**config.mk**
```make
export PLATFORM = sky130hd
export DESIGN_NAME = sync_bank
export DESIGN_NICKNAME = d
export VERILOG_FILES = /design/src/rtl/sync_bank.sv
export SDC_FILE = /design/constraint.sdc
export NUM_CORES = 1
export LEC_CHECK = 0
export CORE_MARGIN = 4
export CORE_UTILIZATION = 45
export DETAILED_ROUTE_END_ITERATION = 16
export GPL_ROUTABILITY_DRIVEN = 0
export PLACE_DENSITY = 0.82
export SLEW_MARGIN = 20
export SYNTH_ARGS = -nofsm -noshare
export SYNTH_HDL_FRONTEND = slang
export SYNTH_SLANG_ARGS = --single-unit
```
**constraint.sdc**
```tcl
create_clock -name clk -period 1.85 [get_ports clk]
set_input_delay 0.37 -clock clk [delete_from_list [all_inputs] [get_ports clk]]
set_output_delay 0.37 -clock clk [all_outputs]
set_load 0.01 [all_outputs]
```
**src/rtl/sync_bank.sv**
```systemverilog
// sync_bank: multi-channel input conditioning for asynchronous pins.
// Each channel runs through a STAGES-deep synchronizer chain, an optional
// debounce filter, and a registered rise/fall edge detector.
// Compile-time option: define SYNC_BANK_DEBOUNCE_EN to build the per-channel
// debounce counters. Without it, out is the last chain flop and
// DEBOUNCE_CYCLES is unused.
module sync_bank #(
    parameter int   WIDTH           = 4,
    parameter int   STAGES          = 2,
    parameter int   DEBOUNCE_CYCLES = 4,
    parameter logic RESET_VAL       = 1'b0
) (
    input  logic             clk,
    input  logic             rst_n,
    input  logic [WIDTH-1:0] in,
    output logic [WIDTH-1:0] out,
    output logic [WIDTH-1:0] rise,
    output logic [WIDTH-1:0] fall,
    output logic             any_edge
);

    if (WIDTH < 1) begin : g_bad_width
        $error("sync_bank: WIDTH must be at least 1");
    end
    if (STAGES < 2) begin : g_bad_stages
        $error("sync_bank: STAGES must be at least 2");
    end
    if (DEBOUNCE_CYCLES < 1) begin : g_bad_debounce
        $error("sync_bank: DEBOUNCE_CYCLES must be at least 1");
    end

    logic [WIDTH-1:0] sync_q;
    logic [WIDTH-1:0] lvl_d;
    logic [WIDTH-1:0] lvl_q;
    logic [WIDTH-1:0] rise_q;
    logic [WIDTH-1:0] fall_q;
    logic             any_edge_q;
`ifndef SYNC_BANK_DEBOUNCE_EN
    logic [WIDTH-1:0] sync_d;
`endif

    for (genvar i = 0; i < WIDTH; i++) begin : g_chain
        logic [STAGES-1:0] s_q;

        // Shift the raw pin into the chain; only s_q[0] may go metastable.
        always_ff @(posedge clk or negedge rst_n) begin
            if (!rst_n) begin
                s_q <= {STAGES{RESET_VAL}};
            end else begin
                s_q <= {s_q[STAGES-2:0], in[i]};
            end
        end

        assign sync_q[i] = s_q[STAGES-1];
`ifndef SYNC_BANK_DEBOUNCE_EN
        // Next value of sync_q. With STAGES=2 this taps s_q[0]; that read is
        // what lets the pulse line up with out at STAGES edges of latency.
        assign sync_d[i] = s_q[STAGES-2];
`endif
    end

`ifdef SYNC_BANK_DEBOUNCE_EN
    localparam int               CNT_W    = $clog2(DEBOUNCE_CYCLES + 1);
    localparam logic [CNT_W-1:0] CNT_LAST = CNT_W'(DEBOUNCE_CYCLES - 1);

    logic [WIDTH-1:0] out_q;
    logic [WIDTH-1:0] out_d;

    for (genvar i = 0; i < WIDTH; i++) begin : g_deb
        logic [CNT_W-1:0] cnt_q;
        logic [CNT_W-1:0] cnt_d;
        logic             out_nxt;

        // Count consecutive disagreeing cycles; commit the new level on the last one.
        always_comb begin
            cnt_d   = cnt_q;
            out_nxt = out_q[i];
            if (sync_q[i] == out_q[i]) begin
                cnt_d = '0;
            end else if (cnt_q == CNT_LAST) begin
                out_nxt = sync_q[i];
                cnt_d   = '0;
            end else begin
                cnt_d = cnt_q + CNT_W'(1);
            end
        end

        // Stability counter; reset discards any partial count.
        always_ff @(posedge clk or negedge rst_n) begin
            if (!rst_n) begin
                cnt_q <= '0;
            end else begin
                cnt_q <= cnt_d;
            end
        end

        assign out_d[i] = out_nxt;
    end

    // Debounced output level register.
    always_ff @(posedge clk or negedge rst_n) begin
        if (!rst_n) begin
            out_q <= {WIDTH{RESET_VAL}};
        end else begin
            out_q <= out_d;
        end
    end

    assign out   = out_q;
    assign lvl_d = out_d;
    assign lvl_q = out_q;
`else
    assign out   = sync_q;
    assign lvl_d = sync_d;
    assign lvl_q = sync_q;
`endif

    // Edge pulses compare next level with current so they land on the edge out changes.
    always_ff @(posedge clk or negedge rst_n) begin
        if (!rst_n) begin
            rise_q     <= '0;
            fall_q     <= '0;
            any_edge_q <= 1'b0;
        end else begin
            rise_q     <= lvl_d & ~lvl_q;
            fall_q     <= ~lvl_d & lvl_q;
            any_edge_q <= |(lvl_d ^ lvl_q);
        end
    end

    assign rise     = rise_q;
    assign fall     = fall_q;
    assign any_edge = any_edge_q;

endmodule

```
== Word-level counts from Yosys, hierarchy flattened ==
Cells that the tools add are included.

* Bits in registers: 17
* Bits in latches: 0
* RAM bits: 0
* Memory bits (read-only): 0
* Output and inout bits: 13
* Word-level logic and storage cells: 13
* Memories kept: 0

* $add $sub $neg: 0
* $mul: 0
* Div/mod/pow operators: 0
* Order comparisons: 0
* Equality and inequality tests: 0
* Shift operators: 0
* Muxes and demuxes: 0
* Bitwise operators: 5
* Reduce and logical (&&, ||, !) cells: 1

{| class="wikitable"
|+ Operator list
! cell !! count
|-
| 4-bit bitwise AND || 2
|-
| 4-bit inverter || 2
|-
| 4-bit OR reduction || 1
|-
| 4-bit XOR || 1
|}

== Logic depth before layout (Yosys ltp) ==
Gate-level depths: netlist (run 1).

* Depth after elaboration: 2
* Depth in mapped cells: 3
* Mapped depth without buffers: 3

== Worst setup path after synthesis (run 1) ==
No wires, ideal clock.

* Kind: register to output
* Start: register g_chain[0].s_q[1]
* End: output out[0]
* Arrival time: 508 ps
* Data required time: 1480 ps
* Path slack: 972 ps
* Stages on the path, launching flop included: 2
* Path through: dfrtp_1 > buf_4

{| class="wikitable"
|+ RTL lines
! item !! line !! RTL
|-
| from (decl) || 43 || <nowiki>logic [STAGES-1:0] s_q;</nowiki>
|-
| from (signal assigned) || 48 || <nowiki>s_q <= {STAGES{RESET_VAL}};</nowiki>
|-
| from (signal assigned) || 50 || <nowiki>s_q <= {s_q[STAGES-2:0], in[i]};</nowiki>
|-
| to (decl) || 16 || <nowiki>output logic [WIDTH-1:0] out,</nowiki>
|}

No word-level cell between the ends.

== Worst setup path after layout (run 1) ==
* Start: register g_chain[1].s_q[1]
* End: output out[1]

{| class="wikitable"
|+ RTL lines
! item !! line
|-
| from (decl) || 43
|-
| from (signal assigned) || 48
|-
| from (signal assigned) || 50
|}

No word-level cell between the ends.

==> results of run 1 <==
## sequential cells by signal (all words and copies together), names as in the netlist
| name | count |
|---|---|
| any_edge | 1 |
| fall | 4 |
| g_chain.s_q | 8 |
| rise | 4 |
## Yosys cell counts
library cell	n
ha_1	8
buf_4	4
nand4_1	1
dfrtp_1	17
inv_1	8
## worst min path at each step
stage                                      from                          end  slack, ns  depth (start not counted)
detailed placement  g_chain[3].s_q[0]$_DFF_PN0_  g_chain[3].s_q[1]$_DFF_PN0_       0.40                          0
floorplan                                 rst_n           any_edge$_DFF_PN0_       0.07                          0
global placement    g_chain[3].s_q[0]$_DFF_PN0_  g_chain[3].s_q[1]$_DFF_PN0_       0.39                          0
finish                                    rst_n            rise[3]$_DFF_PN0_       0.41                          2
CTS                                       rst_n            fall[0]$_DFF_PN0_       0.41                          2
global route                              rst_n  g_chain[2].s_q[1]$_DFF_PN0_       0.41                          2
## kinds of logic (layout without fill, tap and decap cells)
kind of cell / after synthesis / after routing / synth area share [%]
flip-flops: 17 / 17 / 71.9
buffers and inverters: 12 / 31 / 10.1
AND/OR/NAND/NOR: 1 / 1 / 1.06
adder cells (fa/ha/maj): 8 / 8 / 16.9
## worst register-to-register path, stage by stage (launching register included)
cell and delay [ns]:
dfrtp_1 0.38, inv_1 0.06, ha_1 0.28, nand4_1 0.09
## routing by layer
layer | global-route usage (%) | routed length, µm | up-vias
met5 | 0 | 0 | -
met4 | 5.42 | 10 | 0
met3 | 2.44 | 65 | 2
met2 | 16.6 | 420 | 15
met1 | 9.95 | 305 | 153
li1 | - | - | 149
## area by class of cell
cell class	count	area (µm²)	area share (%)
clock buffer	4	26.3	3.31
inverter	8	30.0	3.79
multi-input combinational	9	106	13.4
sequential	17	425	53.6
tap	14	17.5	2.21
timing repair buffer	19	188	23.7
## stage by stage
| step | util (%) | setup WS [ns] | cells | power, mW |
|---|---|---|---|---|
| after global routing | 67.7 | 0.203 | 71 | 0.683 |
| after CTS | 67.7 | 0.251 | 71 | 0.663 |
| after global placement | 65.5 | 0.591 | 67 | 0.475 |
| final | 67.7 | 0.266 | 71 | 0.653 |
| after floorplan | - | 0.972 | 38 | 0.430 |
| after detailed placement | 65.5 | 0.574 | 67 | 0.479 |
## power by group
| part | switching (mW) | internal, mW |
|---|---|---|
| Combinational | 0.0285 | 0.0411 |
| Sequential | 0.00931 | 0.390 |
| Clock | 0.101 | 0.0836 |
==> summary.md, run 1 <==
| Metric | Value |
|---|---|
| Critical Path AT | `1.21 ns` |
| Total leakage power | `approximately 0.4 nW` |
| Vias | `roughly 320` |
| Status | `complete, no violations` |
| Top post-synthesis cells by area | `dfrtp_1 (72%), ha_1 (17%), buf_4 (5.1%)` |
| FMAX | `~0.63 GHz` |
| First-pass GRT wire length | `1290 µm` |
| # hold bufs at CTS | `0` |
| Register bit total from synthesis | `17` |
| WS Path Type | `flip-flop to primary output` |
| Port buffer count | `18` |
| Clock Sinks | `17` |
| CP Capture Type | `primary output` |
| Worst Path Buf+Inv | `1` |
| Max cap viols | `0` |
| # diodes | `0` |
| Pin count of the biggest net entering global routing | `18` |
| Final Cycle Share | `85.6%` |
| Drt pass-1 iters | `2` |
| Post-DR wirelength/cell | `11.3 µm` |
| Fill cell total of the finished layout | `101` |
| GRT Util Overall | `under 10%` |
| Initial core utilization | `50.5%` |
| Hpwl dp | `656 µm` |
| Die ar. | `roughly 2000 µm²` |
| Critical Path Stages | `1` |
| Crit-path max FO | `3` |
| Avg Cell Area, Syn | `15.6 µm²` |
| Reg2reg setup slack | `0.93 ns` |
| Mapped Nets | `52` |
| Clk_skew | `0.00232 ns` |
| Post-route ant nets | `0` |
| Post-cts sizing count | `0` |
| Slew HR | `86.0%` |
| Total wire length | `approximately 800 µm` |
| DIE WIDTH | `roughly 44 µm` |
| Fin. max-slew vios | `0` |
| Initial antenna violation count | `0` |
| Final worst hold slack | `0.410 ns` |
| Via density | `4.49` |
| Die height | `44.3 µm` |
| Most common cell after layout, fill and taps aside | `clkdlybuf4s50_1` |
| DRC viols | `0` |
| Critical Path Start Type | `flip-flop` |
| Min-Delay Path Class | `input port to async pin` |
| GRT Residual Overflow | `0` |
| Number of global-route vias before repair | `320` |
| Cells after synthesis | `38` |
| Post-Place Cell Area | `767 µm²` |
| Reg2Reg Depth | `3` |
| TritonCTS clock tree | `done` |
| Clock root cell | `clkbuf_4` |
| CP endpoint | `out[1]` |
| Setup TNS | `0 ns` |
| Most frequent cells in the layout | `clkdlybuf4s50_1 (18), dfrtp_1 (17), inv_1 (8), ha_1 (8), clkbuf_4 (3)` |
| Worst-path clk slew | `0.09 ns` |
| Total core area | `about 1200 µm²` |
| Postcts setup bufs | `0` |
| Slowest-stage cell, CP | `clkdlybuf4s50_1` |
| Total CTS buffers | `3` |
| CP max stage delay | `~0.55 ns` |
| Num rows | `12` |
| Crit path time final | `1.58 ns` |
| Drt initial violations | `2` |
| CP cell instances | `clkdlybuf4s50_1` |
| Final setup vio count | `0` |
| VDD IR max | `0.000499 V` |
| Cell Pwr Density | `about 800 nW/µm²` |
| Area growth, synth to finish | `34.0%` |
| Cell variety after synth | `5` |
| Final Cell Area | `793 µm²` |
| Clk_lat worst skew | `0.28 ns` |
| Nets | `72` |
| WP data required | `roughly 1.5 ns` |
| H-tree levels | `1` |
| Largest area contributor in the netlist | `dfrtp_1` |
| Final Hold Vio Count | `0` |
| # IOs | `19` |
| R2R Path Start | `g_chain[1].s_q[1]$_DFF_PN0_` |
| Max Root-Sink Buffers | `2` |
| Worst r2r dst | `any_edge$_DFF_PN0_` |
| CP delay by family, top | `buffers and inverters` |
| Synth Warn # | `0` |
| Unrepaired setup endpoints after global routing | `no` |
| Layout cells sized above 1 | `7.02%` |
| Yosys top cell area share | `71.9%` |
| Synthesized area | `a little under 600 µm²` |
| Post-synthesis sequential area ratio | `71.9%` |
| Slew @ Worst Pin | `0.210 ns` |
| CP startpoint | `g_chain[1].s_q[1]$_DFF_PN0_` |
No activity file was read; power rests on OpenSTA's default activity.
==> run 2, diff against run 1 <==
--- a/config.mk
+++ b/config.mk
@@ -8,6 +8,6 @@
 export CORE_MARGIN = 4
-export CORE_UTILIZATION = 45
+export CORE_UTILIZATION = 38
 export DETAILED_ROUTE_END_ITERATION = 16
 export GPL_ROUTABILITY_DRIVEN = 0
-export PLACE_DENSITY = 0.82
+export PLACE_DENSITY = 0.72
 export SLEW_MARGIN = 20
--- a/constraint.sdc
+++ b/constraint.sdc
@@ -3,2 +3,2 @@
 set_output_delay 0.37 -clock clk [all_outputs]
-set_load 0.01 [all_outputs]
+set_load 0.005 [all_outputs]
==> run 2 against run 1 <==
Effect of this change:
- routed wire length is 7.4% lower
- clock-buffer cell count stayed put
- first-iteration DRC count is 100% lower
- die area is 15% higher
- critical path depth stayed put
- critical path type unchanged
- largest power group unchanged
==> summary.md, run 2 (synthesis results as in run 1) <==
| Metric | Value |
|---|---|
| Status | `complete, no violations` |
| WS Path Type | `flip-flop to primary output` |
| Setup WS pre-CTS | `0.598 ns (+0.0241 ns)` |
| Postcts setup bufs | `0 (unchanged)` |
| Total core area | `1380 µm² (+18%)` |
| Switching share of power | `20.0% (-1.1 points)` |
| CP max stage delay | `0.51 ns (-0.04 ns)` |
| WP data required | `1.48 ns (about the same)` |
| Crit path time final | `1.54 ns (-0.0414 ns)` |
| VDD IR max | `0.000417 V (-16%)` |
| Setup TNS | `0 ns (unchanged)` |
| Pin count of the biggest net entering global routing | `18 (unchanged)` |
| Max reg flops | `8 (unchanged)` |
| GRT Residual Overflow | `0 (unchanged)` |
| Hpwl dp | `623 µm (-4.9%)` |
| Total Power | `0.643 mW (-1.6%)` |
| Comb pwr share | `9.7% (-0.9 points)` |
| DRC viols | `0 (unchanged)` |
| Crit-path max FO | `3 (unchanged)` |
| Clk_lat worst skew | `0.27 ns (about the same)` |
| Total CTS buffers | `3 (unchanged)` |
| Initial antenna violation count | `0 (unchanged)` |
| Clock root cell | `clkbuf_4` |
| Slew @ Worst Pin | `0.205 ns (-0.00548 ns)` |
| Layout cells sized above 1 | `7.02% (unchanged)` |
| Slew HR | `86.4% (+0.37 points)` |
| Unrepaired setup endpoints after global routing | `no` |
| CP delay by family, top | `buffers and inverters` |
| # hold bufs at CTS | `0 (unchanged)` |
| Number of global-route vias before repair | `315 (-1.6%)` |
| Cell Pwr Density | `809 nW/µm² (-1.7%)` |
| Total leakage power | `0.400 nW (unchanged)` |
| Biggest register | `g_chain.s_q` |
| Final Hold Vio Count | `0 (unchanged)` |
| Fin. max-slew vios | `0 (unchanged)` |
| Drt initial violations | `0 (-2)` |
| Most frequent cells in the layout | `clkdlybuf4s50_1 (18), dfrtp_1 (17), inv_1 (8), ha_1 (8), clkbuf_4 (3)` |
| DP Cell Count | `68 (+1.5%)` |
| Slowest-stage cell, CP | `clkdlybuf4s50_1` |
| Max cap viols | `0 (unchanged)` |
| Final Non-Filler Cells | `72 (+1.4%)` |
| H-tree levels | `1 (unchanged)` |
| Fill cell total of the finished layout | `124 (+23%)` |
| Max Root-Sink Buffers | `2 (unchanged)` |
| Drt pass-1 iters | `1 (-1)` |
| Final Cycle Share | `83.4% (-2.2 points)` |
| CP Capture Type | `primary output` |
| # IOs | `19 (unchanged)` |
| Critical Path AT | `1.17 ns (-0.04 ns)` |
| First-pass GRT wire length | `1270 µm (-1.6%)` |
| Internal power | `0.514 mW (-0.16%)` |
| GRT Util Overall | `8.62% (-0.76 points)` |
| Nets | `72 (unchanged)` |
| FMAX | `0.648 GHz (+2.7%)` |
| # diodes | `0 (unchanged)` |
| Port buffer count | `18 (unchanged)` |
| Total wire length | `743 µm (-7.4%)` |
| Area growth, synth to finish | `34.2%` |
| Die height | `47.5 µm (+7.2%)` |
| Vias | `315 (-1.3%)` |
| DIE WIDTH | `47.5 µm (+7.2%)` |
| Clk_skew | `0.00193 ns (-0.000389 ns)` |
| Final setup vio count | `0 (unchanged)` |
| Via density | `4.38 (-2.6%)` |
| Post-DR wirelength/cell | `10.3 µm (-8.6%)` |
| Min-Delay Path Class | `input port to async pin` |
| Die ar. | `2250 µm² (+15%)` |
| Initial core utilization | `42.8% (-7.7 points)` |
| TritonCTS clock tree | `done` |
| Worst-path clk slew | `0.09 ns (about the same)` |
| P_sw | `0.129 mW (-6.9%)` |
| Critical Path Start Type | `flip-flop` |
| Clk pwr share | `28.2% (about the same)` |
| Setup ws final | `0.308 ns (+0.0414 ns)` |
| Worst Path Buf+Inv | `1 (unchanged)` |
| Post-cts sizing count | `0 (unchanged)` |
| Most common cell after layout, fill and taps aside | `clkdlybuf4s50_1` |
| Reg power frac | `62.2% (+1.1 points)` |
| Num rows | `13 (+1)` |
| CP cell instances | `clkdlybuf4s50_1` |
| Clock Sinks | `17 (unchanged)` |
| Post-route ant nets | `0 (unchanged)` |
[run 2: cell counts in the layout (fill, tap and decap cells not counted)]
No cell type changed its count.
[run 2: power by group through the flow]
stage,clock (mW),combinational (mW),sequential [mW]
4_1_cts,0.189,0.0649,0.400
3_3_place_gp,0,0.0637,0.406
2_1_floorplan,0,0.0173,0.407
6_report,0.181,0.0622,0.399
3_5_place_dp,0,0.0649,0.408
5_1_grt,0.218,0.0706,0.403
[run 2: final timing paths]
| check | cells after the start | slack [ns] | to | startpoint |
|---|---|---|---|---|
| max | 1 | 0.31 | out[0] | g_chain[0].s_q[1]$_DFF_PN0_ |
| min | 2 | 0.41 | g_chain[3].s_q[1]$_DFF_PN0_ | rst_n |
| max reg2reg | 3 | 0.94 | any_edge$_DFF_PN0_ | g_chain[1].s_q[1]$_DFF_PN0_ |
| min reg2reg | 0 | 0.41 | g_chain[3].s_q[1]$_DFF_PN0_ | g_chain[3].s_q[0]$_DFF_PN0_ |
| max in group asynchronous | 2 | 1.26 | g_chain[2].s_q[0]$_DFF_PN0_ | rst_n |
| min in group clk | 0 | 0.41 | g_chain[3].s_q[1]$_DFF_PN0_ | g_chain[3].s_q[0]$_DFF_PN0_ |
[run 2: routing by layer]
| metal | share of wire [%] | track usage (%) | up-vias |
|---|---|---|---|
| met5 | 0 | 0 | - |
| met4 | 0 | 4.97 | 0 |
| met3 | 11 | 3.38 | 0 |
| met2 | 51 | 15.0 | 11 |
| met1 | 38 | 8.67 | 156 |
| li1 | - | - | 148 |
[run 2: final cells by class]
type,count,area (µm²),area share [%]
Sequential cell,17,425,53.5
Multi-Input combinational cell,9,106,13.4
Inverter,8,30.0,3.78
Timing Repair Buffer,19,188,23.6
Clock buffer,4,26.3,3.31
Tap cell,15,18.8,2.36
[run 2: per-stage QoR]
| stage | utilization, % | cell area (µm²) | hold WS (ns) |
|---|---|---|---|
| floorplan | - | 592 | 0.0744 |
| detailed placement | 55.6 | 768 | 0.397 |
| global route | 57.5 | 795 | 0.416 |
| global placement | 55.6 | 768 | 0.394 |
| finish | 57.5 | 795 | 0.412 |
| CTS | 57.5 | 795 | 0.415 |
